### src/rtl/n1_pkg.sv
// Shared definitions for the n1 neuron family: FSM states, byte width,
// default accumulator geometry and the signed byte multiply helper.
package n1_pkg;

  localparam int BYTE_W    = 8;
  localparam int DEF_ACC_W = 24;
  localparam int DEF_SHIFT = 4;

  typedef enum logic [1:0] {
    IDLE   = 2'd0,
    ACCUM  = 2'd1,
    SCALE  = 2'd2,
    OUTPUT = 2'd3
  } state_t;

  // Full-precision signed 8x8 product; the result always fits in 16 bits.
  function automatic logic signed [15:0] mul8(input logic [BYTE_W-1:0] a,
                                              input logic [BYTE_W-1:0] b);
    logic signed [15:0] a_ext;
    logic signed [15:0] b_ext;
    a_ext = {{8{a[7]}}, a};
    b_ext = {{8{b[7]}}, b};
    return a_ext * b_ext;
  endfunction

endpackage

### src/rtl/n1_sat.sv
// Combinational ACC_W-to-8 saturation.
// Build option N1_RELU_EN: clamp to 0..127 (negatives give 0x00);
// otherwise signed saturation to -128..127.
module n1_sat
  import n1_pkg::*;
#(
  parameter int ACC_W = DEF_ACC_W
) (
  input  logic signed [ACC_W-1:0]  din,
  output logic        [BYTE_W-1:0] dout
);

  localparam logic signed [ACC_W-1:0] MAX8 = ACC_W'(32'sd127);
  localparam logic signed [ACC_W-1:0] MIN8 = ACC_W'(-32'sd128);
  localparam logic signed [ACC_W-1:0] ZERO = ACC_W'(32'sd0);

  // Clamp the wide value into the 8-bit result range.
  always_comb begin
    dout = 8'h00;
`ifdef N1_RELU_EN
    if (din < ZERO) begin
      dout = 8'h00;
    end else if (din > MAX8) begin
      dout = 8'h7F;
    end else begin
      dout = din[BYTE_W-1:0];
    end
`else
    if (din > MAX8) begin
      dout = 8'h7F;
    end else if (din < MIN8) begin
      dout = 8'h80;
    end else begin
      dout = din[BYTE_W-1:0];
    end
`endif
  end

endmodule

### src/rtl/n1_neuron.sv
// Sequential single-neuron dot-product engine: bias plus N_INPUTS signed
// (weight, activation) beats, arithmetic right shift, 8-bit saturation.
// Build option N1_RELU_EN selects a ReLU clamp in the saturation stage.
module n1_neuron
  import n1_pkg::*;
#(
  parameter int N_INPUTS = 8,
  parameter int ACC_W    = DEF_ACC_W,
  parameter int SHIFT    = DEF_SHIFT
) (
  input  logic              clk,
  input  logic              rst,
  input  logic              start,
  input  logic [BYTE_W-1:0] bias,
  input  logic              in_valid,
  output logic              in_ready,
  input  logic [BYTE_W-1:0] in_w,
  input  logic [BYTE_W-1:0] in_x,
  output logic              out_valid,
  output logic [BYTE_W-1:0] out_data,
  input  logic              out_ack,
  output logic              busy
);

  state_t                    state_r;
  state_t                    state_s;
  logic signed [ACC_W-1:0]   acc_r;
  logic [7:0]                count_r;
  logic [BYTE_W-1:0]         out_data_r;
  logic signed [15:0]        prod_s;
  logic signed [ACC_W-1:0]   prod_ext_s;
  logic signed [ACC_W-1:0]   bias_ext_s;
  logic signed [ACC_W-1:0]   scaled_s;
  logic [BYTE_W-1:0]         sat_s;
  logic                      last_beat_s;

  // Datapath operands: sign-extended product, pre-scaled bias, scaled sum.
  always_comb begin
    prod_s      = mul8(in_w, in_x);
    prod_ext_s  = {{(ACC_W-16){prod_s[15]}}, prod_s};
    bias_ext_s  = {{(ACC_W-BYTE_W){bias[7]}}, bias} <<< SHIFT;
    scaled_s    = acc_r >>> SHIFT;
    last_beat_s = (count_r == 8'(N_INPUTS - 1));
  end

  n1_sat #(.ACC_W(ACC_W)) u_sat (
    .din  (scaled_s),
    .dout (sat_s)
  );

  // Next-state logic; in_ready depends on state only, so a valid beat in ACCUM is accepted.
  always_comb begin
    state_s = state_r;
    case (state_r)
      IDLE: begin
        if (start) begin
          state_s = ACCUM;
        end else begin
          state_s = IDLE;
        end
      end
      ACCUM: begin
        if (in_valid && last_beat_s) begin
          state_s = SCALE;
        end else begin
          state_s = ACCUM;
        end
      end
      SCALE: begin
        state_s = OUTPUT;
      end
      OUTPUT: begin
        if (out_ack) begin
          state_s = IDLE;
        end else begin
          state_s = OUTPUT;
        end
      end
      default: begin
        state_s = IDLE;
      end
    endcase
  end

  // State register, accumulator, beat counter and registered result.
  always_ff @(posedge clk) begin
    if (rst) begin
      state_r    <= IDLE;
      acc_r      <= '0;
      count_r    <= 8'd0;
      out_data_r <= 8'h00;
    end else begin
      state_r <= state_s;
      case (state_r)
        IDLE: begin
          if (start) begin
            acc_r   <= bias_ext_s;
            count_r <= 8'd0;
          end
        end
        ACCUM: begin
          if (in_valid) begin
            acc_r   <= acc_r + prod_ext_s;
            count_r <= count_r + 8'd1;
          end
        end
        SCALE: begin
          out_data_r <= sat_s;
        end
        default: begin
        end
      endcase
    end
  end

  assign in_ready  = (state_r == ACCUM);
  assign out_valid = (state_r == OUTPUT);
  assign busy      = (state_r != IDLE);
  assign out_data  = out_data_r;

endmodule

### config.mk
export PLATFORM = sky130hd
export DESIGN_NAME = n1_neuron
export DESIGN_NICKNAME = d
export VERILOG_FILES = /design/src/rtl/n1_pkg.sv /design/src/rtl/n1_sat.sv /design/src/rtl/n1_neuron.sv
export SDC_FILE = /design/constraint.sdc
export NUM_CORES = 1
export LEC_CHECK = 0
export CAP_MARGIN = 10
export CELL_PAD_IN_SITES_DETAIL_PLACEMENT = 0
export CELL_PAD_IN_SITES_GLOBAL_PLACEMENT = 1
export CORE_MARGIN = 2
export CORE_UTILIZATION = 52
export CTS_CLUSTER_DIAMETER = 200
export CTS_CLUSTER_SIZE = 8
export DETAILED_ROUTE_END_ITERATION = 8
export GPL_TIMING_DRIVEN = 0
export PLACE_DENSITY = 0.93
export SKIP_CTS_REPAIR_TIMING = 1
export SYNTH_ARGS = -nofsm -noshare
export SYNTH_HDL_FRONTEND = slang
export SYNTH_HIERARCHICAL = 1
export SYNTH_SLANG_ARGS = --single-unit
export TNS_END_PERCENT = 1
### constraint.sdc
create_clock -name clk -period 15.5 [get_ports clk]
set_input_delay 3.1 -clock clk [delete_from_list [all_inputs] [get_ports clk]]
set_output_delay 3.1 -clock clk [all_outputs]
set_load 0.05 [all_outputs]
==> metrics, run 1 <==
count of cell types in the netlist=48; Worst setup SP type=primary input; chip width=112 um; post-synthesis compound-gate area fraction=11.4%; layout cells sized above 1=under 10%; clock slew at reported path FFs=approximately 0.06 ns; vias in the first global route=4921; CTS sink count=42; initial antenna violation count=0; Setup violations, final=0; TNS Setup=0 ns; outcome=finished clean; r2r startpoint=acc_r[6]$_SDFFE_PP0P_; placeable core area=around 11000 um^2; CP max FO=17; largest family of logic cells by synthesized area=adder cells; XOR/XNOR Fraction of Synth Area=3.93%; Tot Pwr=~1.6 mW; clk_lat worst skew=approximately 0.28 ns; DR iter-0 viols=about 220; VDD IR max=0.000352 V; Slew HR=25.2%; max-slew violations=0; dpl cells=between 800 and 900; RSZ-0062 raised after global routing=false; port bufs=38; mux cell area share after synthesis=1.50%; CP Data Arrival Time=around 9 ns; hpwl dp=around 11000 um; FMAX=110 MHz; worst r2r dst=acc_r[16]$_SDFFE_PP0P_; Post-route DRC=0; CTS H-tree depth=2; CP max stage cell=and2_1; commonest cells after routing, fill and taps aside=104 x fa_1, 100 x inv_1, 60 x nand2_1; clock skew=roughly 0.0075 ns; Die Ht=roughly 110 um; flops & latches, synth=between 40 and 50; Hold/Removal Path Class=reg -> reg; GRT Util Overall=a little under a quarter; Initial Util=around 53%; Net count, final=876; maximum number of pins on one net before global-route repair=18; ys flop type=dfxtp_1; Area Overhead vs Synth=11.5%; Crit path top cell by count=fa_1; gpl congestion=between 0.8 and 0.9; Synth Warn #=6; min-delay src=acc_r[1]$_SDFFE_PP0P_; Lkg Pwr=roughly 3.2 nW; post-DR vias/cell=5.54; Tmin final=9.06 ns; FFs w/ async S/R, synth=0%; Placement Cell Area=around 6600 um^2; WHS Path Cells=2; crit share post-route=between 50% and 60%; Root Buffer=clkbuf_16; critical path cell sequence=clkdlybuf4s50_1 > and2_1 > inv_1 > fa_1 > inv_1 > fa_1 > fa_1 > fa_1 > fa_1 > ha_1 > and3_1 > a221oi_4 > nor4_2 > a2111oi_2 > xnor2_1 > nand2_1 > a211oi_1; Seq/Total Area, Yosys=between 10% and 20%; FF-to-FF path depth=17; final count of hold timing violations=0; Cell Count, Final, Fillers Out=about 830; floorplan row count=39; Crit. End Element=register; grt total ovfl=0; via count=4602; Min-Delay Endpoint=acc_r[1]$_SDFFE_PP0P_; CTS tree=built; Die ar.=roughly 12000 um^2; mean post-synth cell area=9.36 um^2; # fillers=roughly 1000; Cell Area, Synth=6020 um^2; Crit Path Class=in -> reg; synthesized net count=between 800 and 900; Cells after Synth=between 600 and 700; first-pass GRT wire length=~23000 um; final instance area=around 6700 um^2; delay of the slowest critical-path stage=~0.84 ns; CP required=15.70 ns; number of diodes=0; post-synthesis adder-cell area fraction=about 46%; slew of the pin with the lowest slew margin=between 1 and 1.5 ns; number of flops mapped to enable cells by yosys=0; max cap viols=0; CTS max path bufs=2; Synth Area in Simple Gates=15.7%; commonest non-fill, non-tap cell in the layout=fa_1; Ports=40; DR WL/cell=15.9 um; PwrDens=roughly 240 nW/um^2; CTS Buf Count=5; drt total wl=approximately 13000 um; remaining antenna violation count=0; DR pass1 iterations=5; R2R Setup Slk=roughly 11 ns
flip-flops by register name (all words and copies together) (netlist names):
signal    cells
count_r       8
out_data      8
acc_r        24
state_r       2
worst max path at each step:
stage / slack [ns] / from / end
2_1_floorplan: 7.29 / in_x[1] / acc_r[16]$_SDFFE_PP0P_
3_3_place_gp: 6.19 / in_x[0] / acc_r[16]$_SDFFE_PP0P_
3_5_place_dp: 6.12 / in_x[0] / acc_r[16]$_SDFFE_PP0P_
4_1_cts: 6.40 / in_x[0] / acc_r[16]$_SDFFE_PP0P_
5_1_grt: 6.14 / in_x[0] / acc_r[16]$_SDFFE_PP0P_
6_report: 6.44 / in_x[0] / acc_r[16]$_SDFFE_PP0P_
worst max-delay path: cells and delay by family:
family,cells,cell delay (ns)
adders and majority gates,6,2.90
and+or+nand+nor,4,1.26
AOI/OAI and AO/OA,3,0.93
buffers and inverters,3,0.87
xor gates and xnor gates,1,0.19
through the flow:
step | util (%) | hold WS (ns) | worst slack [ns]
after global routing | 59.0 | 0.486 | 6.14
after detailed placement | 57.8 | 0.460 | 6.12
after global placement | 57.8 | 0.446 | 6.19
after CTS | 59.0 | 0.467 | 6.40
after floorplan | - | 0.432 | 7.29
final | 59.0 | 0.464 | 6.44
synthesized netlist by cell type (all sizes together), types with 3 or more instances:
cell    number  share of area, %
dfxtp       42                14
nor3         6              0.50
a21oi       25               2.2
and3         3              0.31
nor4         8              0.94
a31oi        6              0.62
a311oi       7               1.0
nand3       13               1.1
a211oi       7              0.87
o21bai       6              0.75
o211ai       4              0.50
mux2i        9               1.5
ha          55                11
xnor2       19               2.8
xor2         8               1.2
a21o        15               1.9
nand2b       7              0.73
o21ai       11              0.92
nor2        48               3.0
nand4        6              0.98
clkbuf      17               1.1
and2        35               3.6
nand2       60               3.7
fa         104                35
inv        100               6.2
final cells by class:
cell class / count / area, um^2 / area share [%]
timing repair buffer: 38 / 380 / 5.67
tap: 143 / 179 / 2.67
inverter: 101 / 379 / 5.65
clock inverter: 2 / 10.0 / 0.149
multi-input combinational: 482 / 4730 / 70.5
clock buffer: 5 / 125 / 1.86
buffer: 18 / 67.6 / 1.01
sequential: 42 / 841 / 12.5
logic make-up after synthesis:
logic type      count (synthesis)
compound gates                 95
xor+xnor                       27
fa+ha+maj                     159
buf+inv                       119
flops                          42
mux                             9
simple gates                  192
power by group:
part	internal, mW	switching [mW]	total [mW]
clock network	0.0581	0.0407	0.0988
logic	0.574	0.753	1.33
registers	0.125	0.0303	0.155
total	0.756	0.824	1.58
routing by layer:
metal	track usage, %	part of all wire [%]	routed length, um
met5	0	0	0
met4	4.44	1.1	148
met3	3.27	4.4	579
met1	30.7	43	5720
met2	40.0	51	6800
No activity file was read; power rests on OpenSTA's default activity.
==> run 2: changes to the inputs <==
--- a/config.mk
+++ b/config.mk
@@ -9,12 +9,12 @@
 export CELL_PAD_IN_SITES_DETAIL_PLACEMENT = 0
 export CELL_PAD_IN_SITES_GLOBAL_PLACEMENT = 1
 export CORE_MARGIN = 2
-export CORE_UTILIZATION = 52
+export CORE_UTILIZATION = 43
 export CTS_CLUSTER_DIAMETER = 200
 export CTS_CLUSTER_SIZE = 8
 export DETAILED_ROUTE_END_ITERATION = 8
 export GPL_TIMING_DRIVEN = 0
-export PLACE_DENSITY = 0.93
+export PLACE_DENSITY = 0.82
 export SKIP_CTS_REPAIR_TIMING = 1
 export SYNTH_ARGS = -nofsm -noshare
 export SYNTH_HDL_FRONTEND = slang
==> constraint.sdc (replaced) <==
create_clock -name clk -period 7.29 [get_ports clk]
set_input_delay 1.458 -clock clk [delete_from_list [all_inputs] [get_ports clk]]
set_output_delay 1.458 -clock clk [all_outputs]
set_load 0.05 [all_outputs]
==> run 2 against run 1 <==
Core utilization down 9.7 points. Via count is 1.4% lower. Routed wire length grew 0.17%. Cell count up 4.6%. Worst setup slack got worse by 6.1 ns. Clock-buffer cell count unchanged. Non-clock buffer count is the same. Sequential cell count stayed put. Global-route usage fell by 3.3 points. Clock power rose to 2.5 times the previous value. Largest power group unchanged. Highest routed layer unchanged.
==> metrics, run 2 (same netlist as run 1, synthesis figures left out) <==
Post-route DRC=0; CTS tree=built; via count=4538; Area Overhead vs Synth=12.9%; FMAX=about 140 MHz; Tmin final=around 7 ns; Hold/Removal Path Class=reg -> reg; # fillers=~1400; Lkg Pwr=approximately 3.2 nW; CTS Buf Count=5; DR pass1 iterations=5; Most flops, register=acc_r; Clk pwr share=under 10%; slew of the pin with the lowest slew margin=about 0.77 ns; final count of hold timing violations=0; Internal=around 1.6 mW; max reg flops=24; placeable core area=13800 um^2; outcome=finished clean; Cell Count, Final, Fillers Out=~870; CP max FO=17; RSZ-0062 raised after global routing=false; Ports=40; crit share post-route=95.9%; sw frac=between 50% and 60%; PwrDens=between 500 and 600 nW/um^2; hpwl dp=approximately 11000 um; CTS H-tree depth=2; final instance area=just under 7000 um^2; Tot Pwr=about 3.4 mW; maximum number of pins on one net before global-route repair=18; Slew HR=48.1%; Placement Cell Area=6620 um^2; grt total ovfl=0; first-pass GRT wire length=between 20000 and 25000 um; max cap viols=0; CTS max path bufs=2; Die Ht=approximately 120 um; max-slew violations=0; Die ar.=approximately 15000 um^2; remaining antenna violation count=0; CP Data Arrival Time=between 7 and 8 ns; Crit. End Element=register; sequential power share=9.7%; VDD IR max=roughly 0.00071 V; commonest non-fill, non-tap cell in the layout=fa_1; combinational power share=roughly 83%; CP required=around 7.5 ns; Crit Path Class=in -> reg; Setup violations, final=0; switching pwr=about 1.8 mW; commonest cells after routing, fill and taps aside=103 x fa_1, 100 x inv_1, 60 x nand2_1; drt total wl=around 13000 um; Initial Util=a little over two fifths; number of diodes=0; clock skew=between 0.002 and 0.0025 ns; CTS sink count=42; DR iter-0 viols=185; layout cells sized above 1=3.05%; floorplan row count=43; gpl congestion=~0.82; chip width=122 um; clock slew at reported path FFs=~0.060 ns; Net count, final=slightly below 900; R2R Setup Slk=2.24 ns; initial antenna violation count=0; Worst setup SP type=primary input; Root Buffer=clkbuf_16; DR WL/cell=roughly 15 um; post-DR vias/cell=5.22; vias in the first global route=around 4900; clk_lat worst skew=roughly 0.28 ns; dpl cells=861; TNS Setup=0 ns; port bufs=38; GRT Util Overall=roughly 20%
## run 2: cell count changes in the layout (fill, tap and decap cells not counted)
cell	change
fa_1	-1
fa_2	+1
bufinv_16	+1
and2_4	+1
and2_1	-2
and2_2	+1
## run 2: worst max-delay path, stage by stage
cell             delay [ns]
clkdlybuf4s50_1        0.68
and2_4                 0.39
inv_1                  0.11
fa_1                   0.51
inv_1                  0.05
fa_1                   0.52
fa_1                   0.45
fa_1                   0.59
fa_1                   0.43
ha_1                   0.36
and3_1                 0.23
a221oi_4               0.37
nor4_2                 0.11
a2111oi_2              0.35
xnor2_1                0.20
nand2_1                0.09
a211oi_1               0.26
## run 2: final cells by class
| class | instances | area, um^2 | area share (%) |
|---|---|---|---|
| Multi-Input combinational cell | 482 | 4730 | 69.7 |
| Sequential cell | 42 | 841 | 12.4 |
| Timing Repair Buffer | 38 | 380 | 5.60 |
| Inverter | 101 | 379 | 5.58 |
| Tap cell | 180 | 225 | 3.32 |
| Clock buffer | 5 | 125 | 1.84 |
| Buffer | 18 | 67.6 | 0.995 |
| Clock inverter | 3 | 40.0 | 0.589 |
## run 2: stage by stage
step	util, %	setup WS (ns)	hold WS (ns)
final	49.3	0.299	0.461
after floorplan	-	0.723	0.432
after global placement	48.1	-0.393	0.447
after detailed placement	48.1	-0.476	0.453
after global routing	49.3	0.0229	0.493
after CTS	49.3	-0.220	0.462
## run 2: power groups by stage
stage / Combinational (mW) / Clock (mW) / Sequential, mW
after floorplan: 2.22 / 0 / 0.312
final: 2.82 / 0.250 / 0.329
after detailed placement: 2.81 / 0 / 0.336
after global placement: 2.76 / 0 / 0.335
after CTS: 2.84 / 0.254 / 0.331
after global routing: 3.24 / 0.262 / 0.338
## run 2: metal layers
metal	global-route usage (%)	share of wire (%)	up-vias	wire [um]
li1	-	-	2173	-
met5	0	0	-	0
met4	3.02	1.2	0	159
met1	27.4	45	2264	5940
met2	33.6	51	88	6730
met3	1.86	3.3	13	440
## run 2: final timing paths
check | startpoint | to | depth (start not counted)
worst max-delay path | in_x[0] | acc_r[16]$_SDFFE_PP0P_ | 17
worst min-delay path | acc_r[0]$_SDFFE_PP0P_ | acc_r[0]$_SDFFE_PP0P_ | 2
worst max register to register | acc_r[6]$_SDFFE_PP0P_ | acc_r[16]$_SDFFE_PP0P_ | 17
worst min register to register | acc_r[0]$_SDFFE_PP0P_ | acc_r[0]$_SDFFE_PP0P_ | 2
==> run 3: changes to the inputs <==
--- a/config.mk
+++ b/config.mk
@@ -8,10 +8,10 @@
 export CAP_MARGIN = 10
 export CELL_PAD_IN_SITES_DETAIL_PLACEMENT = 0
 export CELL_PAD_IN_SITES_GLOBAL_PLACEMENT = 1
-export CORE_MARGIN = 2
+export CORE_MARGIN = 3
 export CORE_UTILIZATION = 43
 export CTS_CLUSTER_DIAMETER = 200
-export CTS_CLUSTER_SIZE = 8
+export CTS_CLUSTER_SIZE = 28
 export DETAILED_ROUTE_END_ITERATION = 8
 export GPL_TIMING_DRIVEN = 0
 export PLACE_DENSITY = 0.82
==> run 3 against run 2 <==
Non-clock buffer count increased by 4. Global-route usage decreased by 1.1 points. Largest power group unchanged. Clock power increased by 18%. Routed wire length increased by 1.8%. Highest routed layer unchanged. Sequential cell count unchanged. Cell count unchanged. First-iteration DRC count increased by 43%. Combinational power about the same. Hold slack improved by 0.0038 ns.
==> metrics, run 3 (same netlist as run 1, synthesis figures left out) <==
commonest cells after routing, fill and taps aside=103 x fa_1, 99 x inv_1, 60 x nand2_1; via count=about 4600; number of diodes=0; grt total ovfl=0; VDD IR max=around 0.00063 V; CP Data Arrival Time=slightly above 7 ns; floorplan row count=42; clock slew at reported path FFs=roughly 0.060 ns; Crit. End Element=register; CTS tree=built; Crit path top cell by count=fa_1; first-pass GRT wire length=roughly 24000 um; Lkg Pwr=3.24 nW; Tot Pwr=about 3.4 mW; multi-input logic area=4730 um^2; PwrDens=501 nW/um^2; CTS Buf Count=5; Ports=40; gpl congestion=roughly 0.83; Net count, final=880; Setup violations, final=0; outcome=finished clean; Post-route DRC=0; CP required=between 7 and 8 ns; DR iter-0 viols=~260; port bufs=38; commonest non-fill, non-tap cell in the layout=fa_1; delay of the slowest critical-path stage=0.68 ns; vias in the first global route=4917; Slew HR=56.0%; layout cells sized above 1=under 10%; clk_lat worst skew=0.28 ns; CTS H-tree depth=2; Crit Path Class=in -> reg; drt total wl=13500 um; Initial Util=44.7%; Hold/Removal Path Class=reg -> reg; fin util=between 50% and 60%; slew of the pin with the lowest slew margin=0.652 ns; Worst setup SP type=primary input; # fillers=between 1000 and 1500; Die ar.=about 15000 um^2; maximum number of pins on one net before global-route repair=18; DR pass1 iterations=4; FMAX=~140 MHz; crit share post-route=a little over nine tenths; Die Ht=between 100 and 150 um; chip width=between 100 and 150 um; Root Buffer=clkbuf_16; CTS max path bufs=2; Most flops, register=acc_r; DR WL/cell=roughly 16 um; placeable core area=~13000 um^2; max cap viols=0; Area Overhead vs Synth=14.0%; GRT Util Overall=approximately 18%; clock skew=0.00261 ns; final count of hold timing violations=0; critical path cell sequence=clkdlybuf4s50_1 > and2_4 > inv_1 > fa_1 > inv_1 > fa_1 > fa_1 > fa_1 > fa_1 > ha_1 > and3_1 > a221oi_4 > nor4_2 > a2111oi_2 > xnor2_1 > nand2_1 > a211oi_1; initial antenna violation count=0; RSZ-0062 raised after global routing=false; remaining antenna violation count=0; post-DR vias/cell=roughly 5.3; max-slew violations=0; CP max stage cell=clkdlybuf4s50_1; CTS sink count=42; CP max FO=17; Register Area=approximately 840 um^2; Tmin final=between 6 and 7 ns; hpwl dp=11400 um; max reg flops=24
-- run 3: cell types whose count changed in the layout (fill, tap and decap cells not counted) --
cell and delta:
buf_4 +4, bufinv_16 +1, clkbuf_8 +1, clkinv_2 -2, clkinvlp_4 +1, inv_1 -1
-- run 3: final cells by class --
| cell class | count | share of cell area, % |
|---|---|---|
| clock buffers | 6 | 2.03 |
| multi-input cells | 482 | 69.1 |
| repair buffers | 42 | 5.99 |
| inverters | 101 | 5.58 |
| clock inverters | 2 | 0.876 |
| flip-flops and latches | 42 | 12.3 |
| well taps | 176 | 3.21 |
| plain buffers | 18 | 0.986 |
-- run 3: layer usage --
layer / up-vias / track usage, % / wire length, um
met5: - / 0 / 0
met4: 0 / 2.45 / 84
met3: 10 / 2.32 / 616
met2: 86 / 32.2 / 6720
met1: 2288 / 25.2 / 6090
li1: 2190 / - / -
-- run 3: report_power, final --
| group | internal [mW] | leakage (nW) | total, mW | switching, mW |
|---|---|---|---|---|
| combinational | 1.23 | 2.80 | 2.81 | 1.58 |
| clock | 0.206 | 0.0971 | 0.294 | 0.0888 |
| sequential | 0.265 | 0.344 | 0.329 | 0.0638 |
| total | 1.70 | 3.24 | 3.43 | 1.73 |
-- run 3: per-stage QoR --
step	setup TNS (ns)	hold WS, ns	cell area, um^2	instances	worst slack (ns)
after global placement	-2.65	0.447	6620	857	-0.427
after CTS	-0.762	0.464	6820	865	-0.239
final	0	0.465	6860	869	0.310
after floorplan	0	0.432	6020	643	0.723
after detailed placement	-3.54	0.456	6620	857	-0.479
after global routing	0	0.491	6860	869	0.0159
-- run 3: final timing paths --
kind                            end             startpoint  cells after the start  slack (ns)
min reg2reg   acc_r[0]$_SDFFE_PP0P_  acc_r[0]$_SDFFE_PP0P_                      2        0.46
max          acc_r[16]$_SDFFE_PP0P_                in_x[0]                     17        0.31
max reg2reg  acc_r[16]$_SDFFE_PP0P_  acc_r[6]$_SDFFE_PP0P_                     17        2.26
min           acc_r[0]$_SDFFE_PP0P_  acc_r[0]$_SDFFE_PP0P_                      2        0.46
-- run 3: critical path: cells and delay by family --
kind	cells	cell delay (ns)
compound gates	3	0.96
buf+inv	3	0.84
fa+ha+maj	6	2.88
xor+xnor	1	0.20
simple gates	4	0.83
==> RTL edit 1, RTL diff (config.mk and constraints of run 2) <==
The package constant `DEF_ACC_W` goes from 24 to 20.
--- a/src/rtl/n1_pkg.sv
+++ b/src/rtl/n1_pkg.sv
@@ -4,5 +4,5 @@
 
   localparam int BYTE_W    = 8;
-  localparam int DEF_ACC_W = 24;
+  localparam int DEF_ACC_W = 20;
   localparam int DEF_SHIFT = 4;
 
Formal check against the unedited RTL: same outputs for any inputs over 10 cycles, from zero or initial values and one cycle with rst high; that may be too few to reach the edited logic, so the function may still have changed.
==> RTL edit 1 against run 2 <==
  * Utilization increased by 0.41 points
  * Design area down 12%
  * Total power is 24% lower
  * Largest power group unchanged
  * Hold slack lost 0.0082 ns
  * Synthesized area down 13%
  * Worst setup slack improved by 0.18 ns
  * Combinational power shrank 26%
  * Sequential cell count decreased by 4
  * Routed wire length shrank 15%
  * Maximum frequency rose by 2.7%
==> RTL edit 1: results (changes against run 2) <==
- Post-synth top flop: dfxtp_1
- GR met2 Demand/Resource: 35.0% (+1.5 points)
- Worst Path Arrival: 7.03 ns (-0.15 ns)
- Result of the run: complete, no violations
- Clock power share: 8.4% (+1.0 points)
- GRT Total Usage: 19.3% (-0.27 points)
- Clk_lat worst skew: 0.28 ns (about the same)
- Top cells by area, synth: fa_1, dfxtp_1, ha_1
- Final GP Congestion: 0.839 (+2.6%)
- Register name with the most flops: acc_r
- First-pass GRT wire length: 20300 um (-14%)
- Largest net degree at the start of global routing: 14 (-4)
- Htree depth: 2 (unchanged)
- Post-synth net total: 739 (-11%)
- Layout fillers: 1165 (-14%)
- Placement-stage worst setup slack: 0.155 ns (+0.632 ns)
- Sequential area share after synthesis: 14.5% (+0.55 points)
- M1 GR Usage: 25.1% (-2.3 points)
- Share of layout cells above drive strength 1: 2.25% (-0.79 points)
- Antenna cells: 0 (unchanged)
- Mux cell area share after synthesis: 1.72% (+0.22 points)
- 1st-iter DRT viols: 149 (-19%)
- Internal: 0.00129 W (-21%)
- Crit-path max FO: 13 (-4)
- Vias per cell: 5.22 (-0.11%)
- Lkg Pwr: 2.85 nW (-11%)
- Vias in the first global route: 4444 (-9.3%)
- Max Root-Sink Buffers: 2 (unchanged)
- Setup Skew: 0.00472 ns (+0.00258 ns)
- Synth Area in Compound Gates: 11.0% (-0.42 points)
- Top cells by count, synth: inv_1, fa_1, nand2_1
- Initial antenna violation count: 0 (unchanged)
- Nets: 784 (-11%)
- Largest register FFs: 20 (-17%)
- Post-synth ARST share: 0% (unchanged)
- Pwr dens: 435 nW/um2 (-13%)
- Post-Synth Adder-Cell Area: 44.9% (-1.2 points)
- Worst slew margin: 44.1% (-4.1 points)
- Port Buffer Count: 38 (unchanged)
- Hpwl dp: 9620 um (-14%)
- Met3 Resource Use GR: 2.75% (+0.89 points)
- Reg clk slew, reported paths: 0.06 ns (about the same)
- Peak VDD IR: 0.000392 V (-44%)
- Worst hold path type: flop to flop
- XOR/XNOR Fraction of Synth Area: 3.85% (-0.084 points)
- YS warnings: 6 (unchanged)
- Cts bufs inserted: 5 (unchanged)
- Number of distinct library cells after synthesis: 47 (-2.1%)
- Post-DP Area: 5800 um2 (-12%)
- Root Buffer: clkbuf_16
- Seq pwr share: 10.7% (+1.0 points)
- Routed WL per cell: 14.6 um (-4.1%)
- First-pass DRT Iterations: 4 (-1)
RTL edit 1: cell count changes in the layout (fill, tap and decap cells not counted), sizes merged, moves of 4 or more:
cell	run 2	this run
nor3	6	2
nand2	60	55
fa	104	88
clkbuf	22	18
dfxtp	42	38
nor4	8	4
o21bai	6	2
ha	55	47
RTL edit 1: final timing paths:
kind | startpoint | endpoint | slack [ns] | cells past startpoint
setup / recovery | in_x[0] | acc_r[19] | 0.48 | 16
hold reg to reg | acc_r[3] | acc_r[3] | 0.45 | 2
hold / removal | acc_r[3] | acc_r[3] | 0.45 | 2
setup reg to reg | acc_r[4] | acc_r[14] | 2.52 | 17
RTL edit 1: area by class of cell:
cell class                      count  share of cell area (%)
Clock buffer                        7                    2.40
Sequential cell                    38                    12.8
Clock inverter                      1                  0.0841
Timing Repair Buffer               38                    6.39
Multi-Input combinational cell    422                    68.0
Tap cell                          147                    3.09
Inverter                          102                    6.44
Buffer                             13                   0.820
RTL edit 1: critical path: stages:
cell,delay [ns]
clkdlybuf4s50_1,0.66
and2_1,0.66
inv_1,0.15
fa_1,0.53
inv_1,0.05
fa_1,0.51
fa_1,0.44
fa_1,0.60
fa_1,0.43
ha_1,0.35
o21ai_1,0.18
o211ai_2,0.16
a31oi_4,0.24
o311ai_1,0.15
or3_1,0.36
nand3_1,0.09
RTL edit 1: routing by layer:
metal	wire (um)	vias up	share of wire, %
li1	-	1932	-
met1	4930	2014	44
met2	5910	56	53
met3	365	4	3.2
met4	38	0	0.34
met5	0	-	0
RTL edit 1: per-stage QoR:
stage | total power, W | cells
final | 0.00258 | 768
after global routing | 0.00296 | 768
after CTS | 0.00262 | 768
after detailed placement | 0.00238 | 760
after global placement | 0.00235 | 760
after floorplan | 0.00195 | 575
==> RTL edit 2, RTL diff (settings of run 2) <==
Without the edit above. Reset style: asynchronous (`rst`), changed in one clocked block.
--- a/src/rtl/n1_neuron.sv
+++ b/src/rtl/n1_neuron.sv
@@ -84,5 +84,5 @@
 
   // State register, accumulator, beat counter and registered result.
-  always_ff @(posedge clk) begin
+  always_ff @(posedge clk or posedge rst) begin
     if (rst) begin
       state_r    <= IDLE;
Check against the original RTL: differs if rst is asserted again (counterexample within 4 cycles, from zero or initial values and one cycle with rst high); with rst held inactive, the same outputs for 10 cycles.
==> RTL edit 2 against run 2 <==
  * Critical path depth did not move
  * Routed wire length up 6.5%
  * Non-clock buffer count did not move
  * Sequential cell count unchanged
  * Register-to-register slack got worse by 0.05 ns
  * Worst setup slack improved by 0.038 ns
  * Synthesized area up 3.9%
  * Maximum frequency is 0.54% higher
  * Clock skew grew 0.0019 ns
  * Global-route usage about the same
  * Design area up 4.1%
Power is not shown: default switching activity piles up to over one toggle a cycle in this logic, so the estimate is an artifact.
==> RTL edit 2: results (changes against run 2) <==
- Hold Path Stages: 1 (-1)
- Top cells by area, synth: fa_1, dfrtp_1, ha_1
- Share of layout cells above drive strength 1: 6.16% (+3.1 points)
- Via count: 4561 (+0.51%)
- Cts bufs inserted: 5 (unchanged)
- Setup Skew: 0.00405 ns (+0.00191 ns)
- Crit-path max cell delay: 0.66 ns (-0.02 ns)
- Max Root-Sink Buffers: 2 (unchanged)
- Worst Hold Launch: out_data[0]
- First-pass GRT wire length: 25000 um (+6.4%)
- Vias in the first global route: 5043 (+2.9%)
- Worst slew margin: 40.5% (-7.6 points)
- Post-synth top flop: dfrtp_1
- Placed Cells: 855 (-0.70%)
- Synth Area in Compound Gates: 11.7% (+0.21 points)
- Top cells by count, synth: fa_1, inv_1, ha_1
- Nets: 870 (-0.68%)
- R2R cell count: 18 (+1)
- Root Buffer: clkbuf_16
- Initial antenna violation count: 0 (unchanged)
- Max-slew violation count: 0 (unchanged)
- Vias per cell: 5.27 (+0.86%)
- Mux cell area share after synthesis: 1.92% (+0.42 points)
- Post-Synth Adder-Cell Area: 44.3% (-1.7 points)
- Worst Setup SP: in_w[7]
- XOR/XNOR Fraction of Synth Area: 3.22% (-0.71 points)
- Htree depth: 2 (unchanged)
- Post-synth net total: 821 (-1.2%)
- GRT Total Usage: 19.6% (+0.025 points)
- Avg Cell Area, Syn: 9.87 um2 (+5.5%)
- Final GP Congestion: 0.849 (+3.8%)
- Number of distinct library cells after synthesis: 61 (+27%)
- First-pass DRT Iterations: 4 (-1)
- Register name with the most flops: acc_r
- Post-synth ARST share: 100% (+100 points)
- Result of the run: complete, no violations
- Largest net degree at the start of global routing: 43 (+25)
- Reg2reg start: acc_r[4]
- 1st-iter DRT viols: 269 (+45%)
- Worst Path Arrival: 7.12 ns (-0.06 ns)
- Sequential area share after synthesis: 16.8% (+2.8 points)
- Hpwl dp: 11800 um (+5.2%)
- Routed WL per cell: 16.3 um (+6.9%)
- Clk_lat worst skew: 0.28 ns (about the same)
==> RTL edit 2: per-layer routing <==
| metal | vias to the layer above | routed length, um | global-route usage, % | share of wire (%) |
|---|---|---|---|---|
| met5 | - | 0 | 0 | 0 |
| li1 | 2170 | - | - | - |
| met4 | 0 | 144 | 3.17 | 1.0 |
| met1 | 2311 | 6610 | 27.8 | 47 |
| met2 | 67 | 6990 | 33.0 | 49 |
| met3 | 13 | 390 | 2.19 | 2.8 |
==> RTL edit 2: worst max-delay path, delay by kind of cell <==
kind | cells | cell delay [ns]
AND/OR/NAND/NOR | 4 | 1.03
AO/OA/AOI/OAI | 4 | 0.92
adder cells (fa/ha/maj) | 6 | 2.91
buffers and inverters | 3 | 0.82
==> RTL edit 2: layout make-up <==
cell class / count / area [um2]
multi-input combinational: 474 / 4780
sequential: 42 / 1050
tap: 184 / 230
clock buffer: 7 / 133
fill: 1357 / 7300
buffer: 14 / 53.8
inverter: 103 / 390
timing repair buffer: 42 / 430
==> RTL edit 2: final timing paths <==
path,to,slack [ns]
min in group asynchronous,out_data[3],1.69
worst min register to register,out_data[0],0.51
worst min-delay path,out_data[0],0.51
max in group asynchronous,count_r[4],5.04
worst max-delay path,acc_r[18],0.34
worst max register to register,acc_r[18],2.19
==> RTL edit 2: per-stage QoR <==
stage	area, um2	TNS, ns	setup slack, ns
floorplan	6250	0	0.720
global placement	6860	-2.33	-0.393
detailed placement	6860	-3.93	-0.516
CTS	6990	-1.08	-0.251
global route	7070	-0.00182	-0.00182
finish	7070	0	0.336
==> RTL edit 2: cells by family after synthesis <==
logic type,count (synthesis)
adder cells (fa/ha/maj),159
AO/OA/AOI/OAI,99
AND/OR/NAND/NOR,182
buffers and inverters,117
multiplexers,11
flip-flops,42
XOR/XNOR,23
